**config.mk**
```make
export PLATFORM = sky130hd
export DESIGN_NAME = uart_rx_cfg_flat
export DESIGN_NICKNAME = d
export VERILOG_FILES = /design/src/rtl/uart_rx_cfg_if.sv /design/src/rtl/uart_rx_cfg.sv /design/src/flat_wrapper.sv
export SDC_FILE = /design/constraint.sdc
export NUM_CORES = 1
export LEC_CHECK = 0
export BUFFER_PORTS_ARGS = -buffer_cell sky130_fd_sc_hd__buf_2
export CORE_UTILIZATION = 40
export CTS_CLUSTER_SIZE = 25
export DETAILED_ROUTE_END_ITERATION = 8
export MAX_ROUTING_LAYER = met4
export SYNTH_ARGS = -nofsm -noshare
export SYNTH_HDL_FRONTEND = slang
export SYNTH_SLANG_ARGS = --single-unit
```
**constraint.sdc**
```tcl
create_clock -name clk -period 3.16 [get_ports clk]
set_input_delay 0.316 -clock clk [delete_from_list [all_inputs] [get_ports clk]]
set_output_delay 0.316 -clock clk [all_outputs]
set_load 0.02 [all_outputs]
```
**src/rtl/uart_rx_cfg_if.sv**
```systemverilog
// Result bundle of the configurable UART receiver: received word, status pulses and busy.
interface uart_rx_cfg_if #(
    parameter int DATA_W = 8
);
    logic [DATA_W-1:0] p_data;
    logic              data_valid;
    logic              parity_error;
    logic              stop_error;
    logic              break_det;
    logic              busy;

    modport master (output p_data, data_valid, parity_error, stop_error, break_det, busy);
    modport slave  (input  p_data, data_valid, parity_error, stop_error, break_det, busy);
endinterface

```
**src/rtl/uart_rx_cfg.sv**
```systemverilog
// UART receiver with per-frame latched prescale, data length, parity and stop configuration.
// Bits are majority-voted around mid-bit; all results are registered single-cycle pulses.
module uart_rx_cfg #(
    parameter int DATA_W  = 8,
    parameter int PRESC_W = 6
) (
    input  logic               clk,
    input  logic               rst,
    input  logic               rx_in,
    input  logic [PRESC_W-1:0] prescale,
    input  logic [3:0]         data_len,
    input  logic               par_en,
    input  logic [1:0]         par_typ,
    input  logic               stop2,
    uart_rx_cfg_if.master      rx_if
);
    localparam logic [PRESC_W-1:0] P_MIN = PRESC_W'(4);
    localparam logic [3:0]         L_MAX = 4'(DATA_W);

    typedef enum logic [2:0] {
        S_IDLE, S_START, S_DATA, S_PARITY, S_STOP, S_WAIT_HI
    } state_t;

    state_t              r_state, w_state_nxt;
    logic                r_rx_m, r_rx_s;
    logic [PRESC_W-1:0]  r_presc, r_edge_cnt;
    logic [3:0]          r_len, r_bit_cnt;
    logic                r_par_en, r_stop2;
    logic [1:0]          r_par_typ;
    logic [1:0]          r_samp;
    logic                r_bit, r_par_bit, r_par_err, r_stop_err, r_stop_one;
    logic [DATA_W-1:0]   r_shift, r_p_data;
    logic                r_dv, r_pe, r_se, r_brk, r_busy;

    logic [PRESC_W-1:0]  w_half, w_presc_cl;
    logic [3:0]          w_len_eff;
    logic                w_end, w_at_p1, w_maj, w_bit, w_last_data, w_last_stop;
    logic                w_par_exp, w_stop_fault, w_break, w_start, w_frame_end;

    assign w_presc_cl  = (prescale < P_MIN) ? P_MIN : prescale;
    assign w_len_eff   = (data_len == 4'd0 || data_len > L_MAX) ? L_MAX : data_len;
    assign w_half      = r_presc >> 1;
    assign w_end       = (r_edge_cnt == r_presc - PRESC_W'(1));
    assign w_at_p1     = (r_edge_cnt == w_half + PRESC_W'(1));
    assign w_maj       = (r_samp[1] & r_samp[0]) | (r_samp[1] & r_rx_s) | (r_samp[0] & r_rx_s);
    // With P=4 the third vote lands on the bit's last cycle, so use the live vote there.
    assign w_bit       = w_at_p1 ? w_maj : r_bit;
    assign w_last_data = (r_bit_cnt == r_len - 4'd1);
    assign w_last_stop = r_stop2 ? (r_bit_cnt == 4'd1) : 1'b1;
    assign w_stop_fault = r_stop_err | ~w_bit;
    assign w_break     = (r_shift == '0) && (!r_par_en || !r_par_bit) && !r_stop_one && !w_bit;

    always_comb begin
        w_par_exp = 1'b0;
        case (r_par_typ)
            2'b00:   w_par_exp = ^r_shift;
            2'b01:   w_par_exp = ~^r_shift;
            2'b10:   w_par_exp = 1'b1;
            default: w_par_exp = 1'b0;
        endcase
    end

    always_comb begin
        w_state_nxt = r_state;
        w_start     = 1'b0;
        w_frame_end = 1'b0;
        case (r_state)
            S_IDLE: if (!r_rx_s) begin
                w_state_nxt = S_START;
                w_start     = 1'b1;
            end
            S_START:  if (w_end) w_state_nxt = w_bit ? S_IDLE : S_DATA;
            S_DATA:   if (w_end && w_last_data) w_state_nxt = r_par_en ? S_PARITY : S_STOP;
            S_PARITY: if (w_end) w_state_nxt = S_STOP;
            S_STOP: if (w_end && w_last_stop) begin
                w_frame_end = 1'b1;
                // A low line after a good stop bit is the next start bit, not a stuck line.
                if (r_rx_s) begin
                    w_state_nxt = S_IDLE;
                end else if (w_bit) begin
                    w_state_nxt = S_START;
                    w_start     = 1'b1;
                end else begin
                    w_state_nxt = S_WAIT_HI;
                end
            end
            S_WAIT_HI: if (r_rx_s) w_state_nxt = S_IDLE;
            default:   w_state_nxt = S_IDLE;
        endcase
    end

    always_ff @(posedge clk or negedge rst) begin
        if (!rst) begin
            r_rx_m <= 1'b1;
            r_rx_s <= 1'b1;
        end else begin
            r_rx_m <= rx_in;
            r_rx_s <= r_rx_m;
        end
    end

    always_ff @(posedge clk or negedge rst) begin
        if (!rst) r_state <= S_IDLE;
        else      r_state <= w_state_nxt;
    end

    always_ff @(posedge clk or negedge rst) begin
        if (!rst) begin
            r_presc    <= P_MIN;
            r_len      <= L_MAX;
            r_par_en   <= 1'b0;
            r_par_typ  <= 2'b00;
            r_stop2    <= 1'b0;
            r_edge_cnt <= '0;
            r_bit_cnt  <= '0;
            r_samp     <= 2'b11;
            r_bit      <= 1'b1;
            r_shift    <= '0;
            r_par_bit  <= 1'b0;
            r_par_err  <= 1'b0;
            r_stop_err <= 1'b0;
            r_stop_one <= 1'b0;
        end else if (w_start) begin
            r_presc    <= w_presc_cl;
            r_len      <= w_len_eff;
            r_par_en   <= par_en;
            r_par_typ  <= par_typ;
            r_stop2    <= stop2;
            r_edge_cnt <= '0;
            r_bit_cnt  <= '0;
            r_shift    <= '0;
            r_par_bit  <= 1'b0;
            r_par_err  <= 1'b0;
            r_stop_err <= 1'b0;
            r_stop_one <= 1'b0;
        end else if (r_state == S_IDLE || r_state == S_WAIT_HI) begin
            r_edge_cnt <= '0;
            r_bit_cnt  <= '0;
        end else begin
            r_edge_cnt <= w_end ? '0 : r_edge_cnt + PRESC_W'(1);
            if (w_end) r_bit_cnt <= (w_state_nxt != r_state) ? 4'd0 : r_bit_cnt + 4'd1;
            if (r_edge_cnt == w_half - PRESC_W'(1)) r_samp[1] <= r_rx_s;
            if (r_edge_cnt == w_half)               r_samp[0] <= r_rx_s;
            if (w_at_p1)                            r_bit     <= w_maj;
            if (w_end && r_state == S_DATA) begin
                for (int unsigned i = 0; i < DATA_W; i++)
                    if (r_bit_cnt == 4'(i)) r_shift[i] <= w_bit;
            end
            if (w_end && r_state == S_PARITY) begin
                r_par_bit <= w_bit;
                r_par_err <= (w_bit != w_par_exp);
            end
            if (w_end && r_state == S_STOP) begin
                if (w_bit) r_stop_one <= 1'b1;
                else       r_stop_err <= 1'b1;
            end
        end
    end

    always_ff @(posedge clk or negedge rst) begin
        if (!rst) begin
            r_p_data <= '0;
            r_dv     <= 1'b0;
            r_pe     <= 1'b0;
            r_se     <= 1'b0;
            r_brk    <= 1'b0;
            r_busy   <= 1'b0;
        end else begin
            r_dv   <= 1'b0;
            r_pe   <= 1'b0;
            r_se   <= 1'b0;
            r_brk  <= 1'b0;
            r_busy <= (w_state_nxt != S_IDLE);
            if (w_frame_end) begin
                if (w_break) begin
                    r_brk <= 1'b1;
                    r_se  <= 1'b1;
                end else if (r_par_err || w_stop_fault) begin
                    r_pe <= r_par_err;
                    r_se <= w_stop_fault;
                end else begin
                    r_dv     <= 1'b1;
                    r_p_data <= r_shift;
                end
            end
        end
    end

    assign rx_if.p_data       = r_p_data;
    assign rx_if.data_valid   = r_dv;
    assign rx_if.parity_error = r_pe;
    assign rx_if.stop_error   = r_se;
    assign rx_if.break_det    = r_brk;
    assign rx_if.busy         = r_busy;
endmodule

```
**src/flat_wrapper.sv**
```systemverilog
// flat-port wrapper written by rule: the top's interface ports become plain ports
module uart_rx_cfg_flat 
#(
    parameter int DATA_W  = 8,
    parameter int PRESC_W = 6
)
  (clk, rst, rx_in, prescale, data_len, par_en, par_typ, stop2, rx_if_p_data, rx_if_data_valid, rx_if_parity_error, rx_if_stop_error, rx_if_break_det, rx_if_busy);
  uart_rx_cfg_if #(.DATA_W(DATA_W)) rx_if_i ();
  input  logic clk;
  input  logic rst;
  input  logic rx_in;
  input  logic [PRESC_W-1:0] prescale;
  input  logic [3:0] data_len;
  input  logic par_en;
  input  logic [1:0] par_typ;
  input  logic stop2;
  output wire logic [$bits(rx_if_i.p_data)-1:0] rx_if_p_data;
  output wire logic [$bits(rx_if_i.data_valid)-1:0] rx_if_data_valid;
  output wire logic [$bits(rx_if_i.parity_error)-1:0] rx_if_parity_error;
  output wire logic [$bits(rx_if_i.stop_error)-1:0] rx_if_stop_error;
  output wire logic [$bits(rx_if_i.break_det)-1:0] rx_if_break_det;
  output wire logic [$bits(rx_if_i.busy)-1:0] rx_if_busy;
  assign rx_if_p_data = rx_if_i.p_data;
  assign rx_if_data_valid = rx_if_i.data_valid;
  assign rx_if_parity_error = rx_if_i.parity_error;
  assign rx_if_stop_error = rx_if_i.stop_error;
  assign rx_if_break_det = rx_if_i.break_det;
  assign rx_if_busy = rx_if_i.busy;
  uart_rx_cfg #(.DATA_W(DATA_W), .PRESC_W(PRESC_W)) u_core (.clk(clk), .rst(rst), .rx_in(rx_in), .prescale(prescale), .data_len(data_len), .par_en(par_en), .par_typ(par_typ), .stop2(stop2), .rx_if(rx_if_i));
endmodule
```
== Word-level counts from Yosys, hierarchy flattened ==
Cells that the tools add are included.
Word-level totals
  bits in registers: 57
  bits in latches: 0
  RAM bits: 0
  bits in read-only memories: 0
  output and inout port bits: 13
  memories: 0
Operators by class
  add/sub/neg operators: 6
  $mul: 0
  divide/modulo/power cells: 0
  order comparisons: 2
  eq/ne operators: 23
  shift operators: 0
  multiplexer cells: 66
  bitwise operators: 11
  reduce and logical (&&, ||, !) cells: 52
Operators by type and width (number)
  $mux 1: 41
  $reduce_and 3->1: 13
  $mux 3: 9
  $mux 6: 4
  $mux 8: 3
  $reduce_bool 2->1: 12
  $mux 4: 5
  $eq 6x6->1: 3
  $pmux 3 s6: 1
  $eq 4x3->1 const B: 4
  $eq 4x2->1 const B: 2
  $logic_and 1x1->1: 8
  $logic_not 4->1: 2
  $logic_not 8->1: 1
  $reduce_xnor 8->1: 1
  $reduce_xor 8->1: 1
  $add 5x1->6 const B: 1
  $add 6x1->6 const B: 1
  $eq 3x2->1 const B: 2
  $eq 3x3->1 const B: 2
  $eq 6x5->1: 1
  $lt 6x3->1 const B: 1
  $reduce_bool 3->1: 2
  $sub 5x1->6 const B: 1
  24 further kinds: 39

== Logic depth before layout (Yosys ltp) ==
  word-level depth: 13
  gate-level depth with buffers: 12
  depth with buffers taken out: 10

== Worst setup path after synthesis ==
Ideal clock, no wire load.
  path type: reg-to-reg
  start: register u_core.r_presc[2]
  end: register u_core.r_par_typ[1]
  data arrival time: 3.011 ns
  slack: 0.022 ns
  cell stages (with the launch flop): 13
  clock period less this slack: 3.138 ns
  cell sequence: dfstp_2 > buf_2 > inv_1 > ha_1 > nand2_1 > nand2_1 > xnor2_1 > nor4_4 > and2b_1 > nand2_1 > a2111oi_4 > buf_6 > mux2_1
Between the ends
  longest elaborated chain between the ends: 7
  elaborated cells on any way between the ends: 10
Ends and longest elaborated chain
  start, declared: RTL line uart_rx_cfg.sv:26  | logic [PRESC_W-1:0] r_presc, r_edge_cnt;
  start signal, assigned: RTL line uart_rx_cfg.sv:124  | r_presc <= w_presc_cl;
  $add 5x1->6: RTL line uart_rx_cfg.sv:44  | assign w_at_p1 = (r_edge_cnt == w_half + PRESC_W'(1));
  $eq 6x6->1: RTL line uart_rx_cfg.sv:44
  $mux 1
  $mux 1: RTL line uart_rx_cfg.sv:80  | end else if (w_bit) begin
  $mux 1: RTL line uart_rx_cfg.sv:78  | if (r_rx_s) begin
  $mux 1 *: RTL line uart_rx_cfg.sv:75  | S_STOP: if (w_end && w_last_stop) begin
  $pmux 1 s2 *: RTL line uart_rx_cfg.sv:67  | case (r_state)
  end signal, assigned: RTL line uart_rx_cfg.sv:127  | r_par_typ <= par_typ;
  end, declared: RTL line uart_rx_cfg.sv:29  | logic [1:0] r_par_typ;
Mark *: on every way between the ends. The rest lies on a longest branch, timed or not.
A chain may end at the register's enable or synchronous reset.

== Worst setup path after layout ==
  start: register u_core.r_presc[1]
  end: register u_core.r_par_en
Between the ends
  longest elaborated chain between the ends: 7
  elaborated cells on any way between the ends: 10
Ends and longest elaborated chain
  $add 5x1->6: RTL line uart_rx_cfg.sv:44
  $eq 6x6->1: RTL line uart_rx_cfg.sv:44
  $mux 1
  $mux 1: RTL line uart_rx_cfg.sv:80
  $mux 1: RTL line uart_rx_cfg.sv:78
  $mux 1 *: RTL line uart_rx_cfg.sv:75
  $pmux 1 s2 *: RTL line uart_rx_cfg.sv:67
  end signal, assigned: RTL line uart_rx_cfg.sv:126  | r_par_en <= par_en;
  end, declared: RTL line uart_rx_cfg.sv:28  | logic r_par_en, r_stop2;
Marks and branches as above.

==> run_results.csv <==
group,metric,value,unit
floorplanning,core-area,0.008175,mm2
worst_setup_path,crit_top_cell,"mux2_2",
sta,rsz0062_at_grt,"false",
worst_setup_path,critical_path.startpoint,"u_core.r_presc[1]$_DFFE_PN0P_",
synth,yosysMostFrequentCell,"dfrtp_1",
grt,overflow,0,
grt,grt_pass1_vias,2341,
clock_tree,cts_sinks,57,
synth,synth_warnings,0,
clock_tree,clockBufferDepth,2,
worst_setup_path,cp_max_fo,26,
synth,yosysTopAreaCellShare,0.3720,
floorplanning,start_util,0.4114,
cells_and_area,drive_gt1_frac,0.2287,
worst_setup_path,crit_path_end_kind,"flip-flop",
clock_tree,cts_resized,0,
floorplanning,die_y,93.70,um
floorplanning,ios,30,
synth,yosysTopAreaCell,"dfrtp_1",
worst_setup_path,crit_required,3.38,ns
sta,setup_viol,0,
routing,firstDrtPassIters,4,
worst_setup_path,r2r_slack,0.17,ns
cells_and_area,syn_to_final_growth,12.54,%
worst_setup_path,critPathTopFamily,"compound AO/OA/AOI/OAI gates",
routing,vias,2431,
worst_hold_path,hold_class,"input pin to flip-flop",
synth,synth_common_cells,"50 x dfrtp_1, 32 x nor2_1, 23 x inv_1, 21 x xnor2_1, 19 x mux2_2",
floorplanning,num_rows,33,
floorplanning,fp.dieArea,0.008779,mm2
sta,hold_viol_final,0,
worst_setup_path,cp.depth,10,
routing,wirelength,6655,um
clock_tree,cts_hold_buf,1,
worst_setup_path,worstSetupPathType,"flip-flop to flip-flop",
routing,vias_per_cell,5.194,
sta,finalMaxSlewViolations,0,
floorplanning,fp.dieW,93.70,um
worst_setup_path,r2r-start,"u_core.r_presc[1]$_DFFE_PN0P_",
worst_setup_path,arrival,3.22,ns
clock_tree,cts_setup_buffers,0,
routing,ant_nets,0,
synth,synth_edf_count,0,
pwr,power.density,831.6,mW/mm2
grt,grt_pass1_wl,11610,um
worst_setup_path,crit_buf_inv,1,
synth,syn_avg_cell_area,10.22,um2
synth,synth_seq_area_share,0.4267,
sta,final.setup.tns,0,ns
routing,wl_per_cell,14.22,um
worst_setup_path,start_kind,"flip-flop",
worst_setup_path,slowest_delay,0.45,ns
synth,synth_fp_nets,360,
synth,synth_cell_type_count,56,
clock_tree,cts-root-buf,"clkbuf_8",
clock_tree,htreeDepth,3,
placed_design,io_buffers,29,
pwr,ir_drop,0.3811,mV
worst_hold_path,whs_path_depth,1,
run_status,run_status,"finished, final reports clean",
clock_tree,clkTransAtPathRegs,0.07,ns
placed_design,gp_congestion,0.8492,
worst_setup_path,slowest_stage,"dfrtp_1",
cells_and_area,fin_nets,390,
sta,finClkSkew,0.007495,ns
synth,async_flop_share,1.000,
pwr,p_leak,1.665,nW
sta,worstMarginPinSlew,0.7256,ns
routing,drcViolationCount,0,
clock_tree,cts_tree,"built",
worst_setup_path,path_cells,"ha_1 > o21ba_2 > a221o_1 > a21oi_1 > o21ai_1 > mux2_2 > nand2_1 > a2111oi_4 > buf_12 > mux2_2",
worst_setup_path,r2r_cells,10,
synth,syn_area,0.003363,mm2
sta,max_freq,334.1,MHz
synth,netlist_instances,329,
clock_tree,clock_latency,0.34,ns
synth,synth_flop_cell,"dfrtp_1",
grt,grt_max_degree,38,
sta,min_period,2.993,ns
cells_and_area,n_antenna_cell,0,
grt,antenna_found_initial,0,
cells_and_area,finish.utilization,0.4630,
clock_tree,numCtsBuffers,9,
worst_hold_path,hp-start,"rx_in",
grt,grt_usage,0.1772,
placed_design,dpl.hpwl,4925,um
synth,synth-seq-cells,57,
routing,drtIter0Drc,96,
synth,synth.area.top_cells,"dfrtp_1 37%, mux2_2 6.4%, dfstp_2 5.5%, xnor2_1 5.5%, ha_1 5.2%",
sta,relSlewSlack,0.5125,
sta,finalCritPeriodShare,0.9473,
job,cap_violations,0,
-- through the flow --
| step | setup slack (ns) | instances | total power [mW] | hold WS, ns | area (um2) |
|---|---|---|---|---|---|
| after floorplan | 0.02194 | 329 | 2.296 | 0.02041 | 3363 |
| after global placement | 0.2251 | 452 | 2.549 | 0.2954 | 3605 |
| after detailed placement | 0.1858 | 452 | 2.567 | 0.2970 | 3605 |
| after CTS | 0.1735 | 468 | 3.172 | 0.05952 | 3785 |
| after global routing | 0.01598 | 468 | 3.401 | 0.05612 | 3785 |
| final | 0.1666 | 468 | 3.148 | 0.07835 | 3785 |
-- flip-flops by register name, indices dropped and copies added, names as in the netlist, 2 cells and up --
signal,cells
u_core.r_samp,2
u_core.r_state,3
u_core.rx_if.p_data,8
u_core.r_par_typ,2
u_core.r_bit_cnt,4
u_core.r_presc,6
u_core.r_len,4
u_core.r_edge_cnt,6
u_core.r_shift,8
-- routing by layer --
metal / vias up / track usage / part of all wire
met1: 1175 / 0.2482 / 0.51
li1: 1210 / - / -
met5: - / - / 0
met4: 0 / 0.07564 / 0.021
met3: 12 / 0.03722 / 0.031
met2: 34 / 0.2470 / 0.43
-- worst register-to-register path: stages, from the launching register on --
cell and delay, ns:
dfrtp_1 0.45, ha_1 0.28, o21ba_2 0.21, a221o_1 0.34
a21oi_1 0.14, o21ai_1 0.12, mux2_2 0.26, nand2_1 0.08
a2111oi_4 0.41, buf_12 0.23, mux2_2 0.36
-- where the power goes --
part,switching (mW),internal (mW)
Clock,0.298,0.298
Combinational,0.688,0.634
Sequential,0.298,0.932
Total,1.28,1.86
-- cell usage in the layout (no fill, tap or decap), drive strengths merged, types with 3 or more instances in the layout --
| cell type | Yosys | routed |
|---|---|---|
| dfrtp | 50 | 50 |
| buf | 12 | 35 |
| nor2 | 32 | 32 |
| inv | 23 | 23 |
| xnor2 | 21 | 21 |
| mux2 | 21 | 21 |
| nand2 | 17 | 17 |
| xor2 | 14 | 14 |
| ha | 14 | 14 |
| a211oi | 11 | 11 |
| clkbuf | 5 | 10 |
| nand2b | 9 | 9 |
| nand3 | 8 | 8 |
| mux2i | 8 | 8 |
| dfstp | 7 | 7 |
| nor3 | 6 | 6 |
| a21oi | 6 | 6 |
| a31oi | 5 | 5 |
| nand4 | 5 | 5 |
| nand4b | 5 | 5 |
| a21o | 4 | 4 |
| nor4 | 4 | 4 |
| o211ai | 3 | 3 |
| nor2b | 3 | 3 |
| o22ai | 3 | 3 |
| clkinvlp | 0 | 3 |
| or2 | 3 | 3 |
| a2111oi | 3 | 3 |
-- final timing paths --
check | end
worst max-delay path | u_core.r_par_en$_DFFE_PN0P_
worst min-delay path | u_core.r_rx_m$_DFF_PN1_
worst max register to register | u_core.r_par_en$_DFFE_PN0P_
worst min register to register | u_core.r_rx_s$_DFF_PN1_
max in group asynchronous | u_core.r_presc[2]$_DFFE_PN1P_
min in group asynchronous | u_core.rx_if.break_det$_DFF_PN0_
-- final cells by class --
type / instances / area, um2
clock buffers: 10 / 137.6
fillers: 801 / 4390
repair buffers: 36 / 212.7
well taps: 105 / 131.4
clock inverters: 5 / 32.53
flip-flops and latches: 57 / 1435
inverters: 23 / 86.33
multi-input cells: 232 / 1749
-- cell families after synthesis --
| family | synth area share |
|---|---|
| AO/OA/AOI/OAI | 0.1034 |
| XOR/XNOR | 0.09115 |
| adder cells (fa/ha/maj) | 0.05506 |
| buffers and inverters | 0.05320 |
| flip-flops | 0.4267 |
| multiplexers | 0.09412 |
| AND/OR/NAND/NOR | 0.1763 |
No activity file was read; power rests on OpenSTA's default activity.
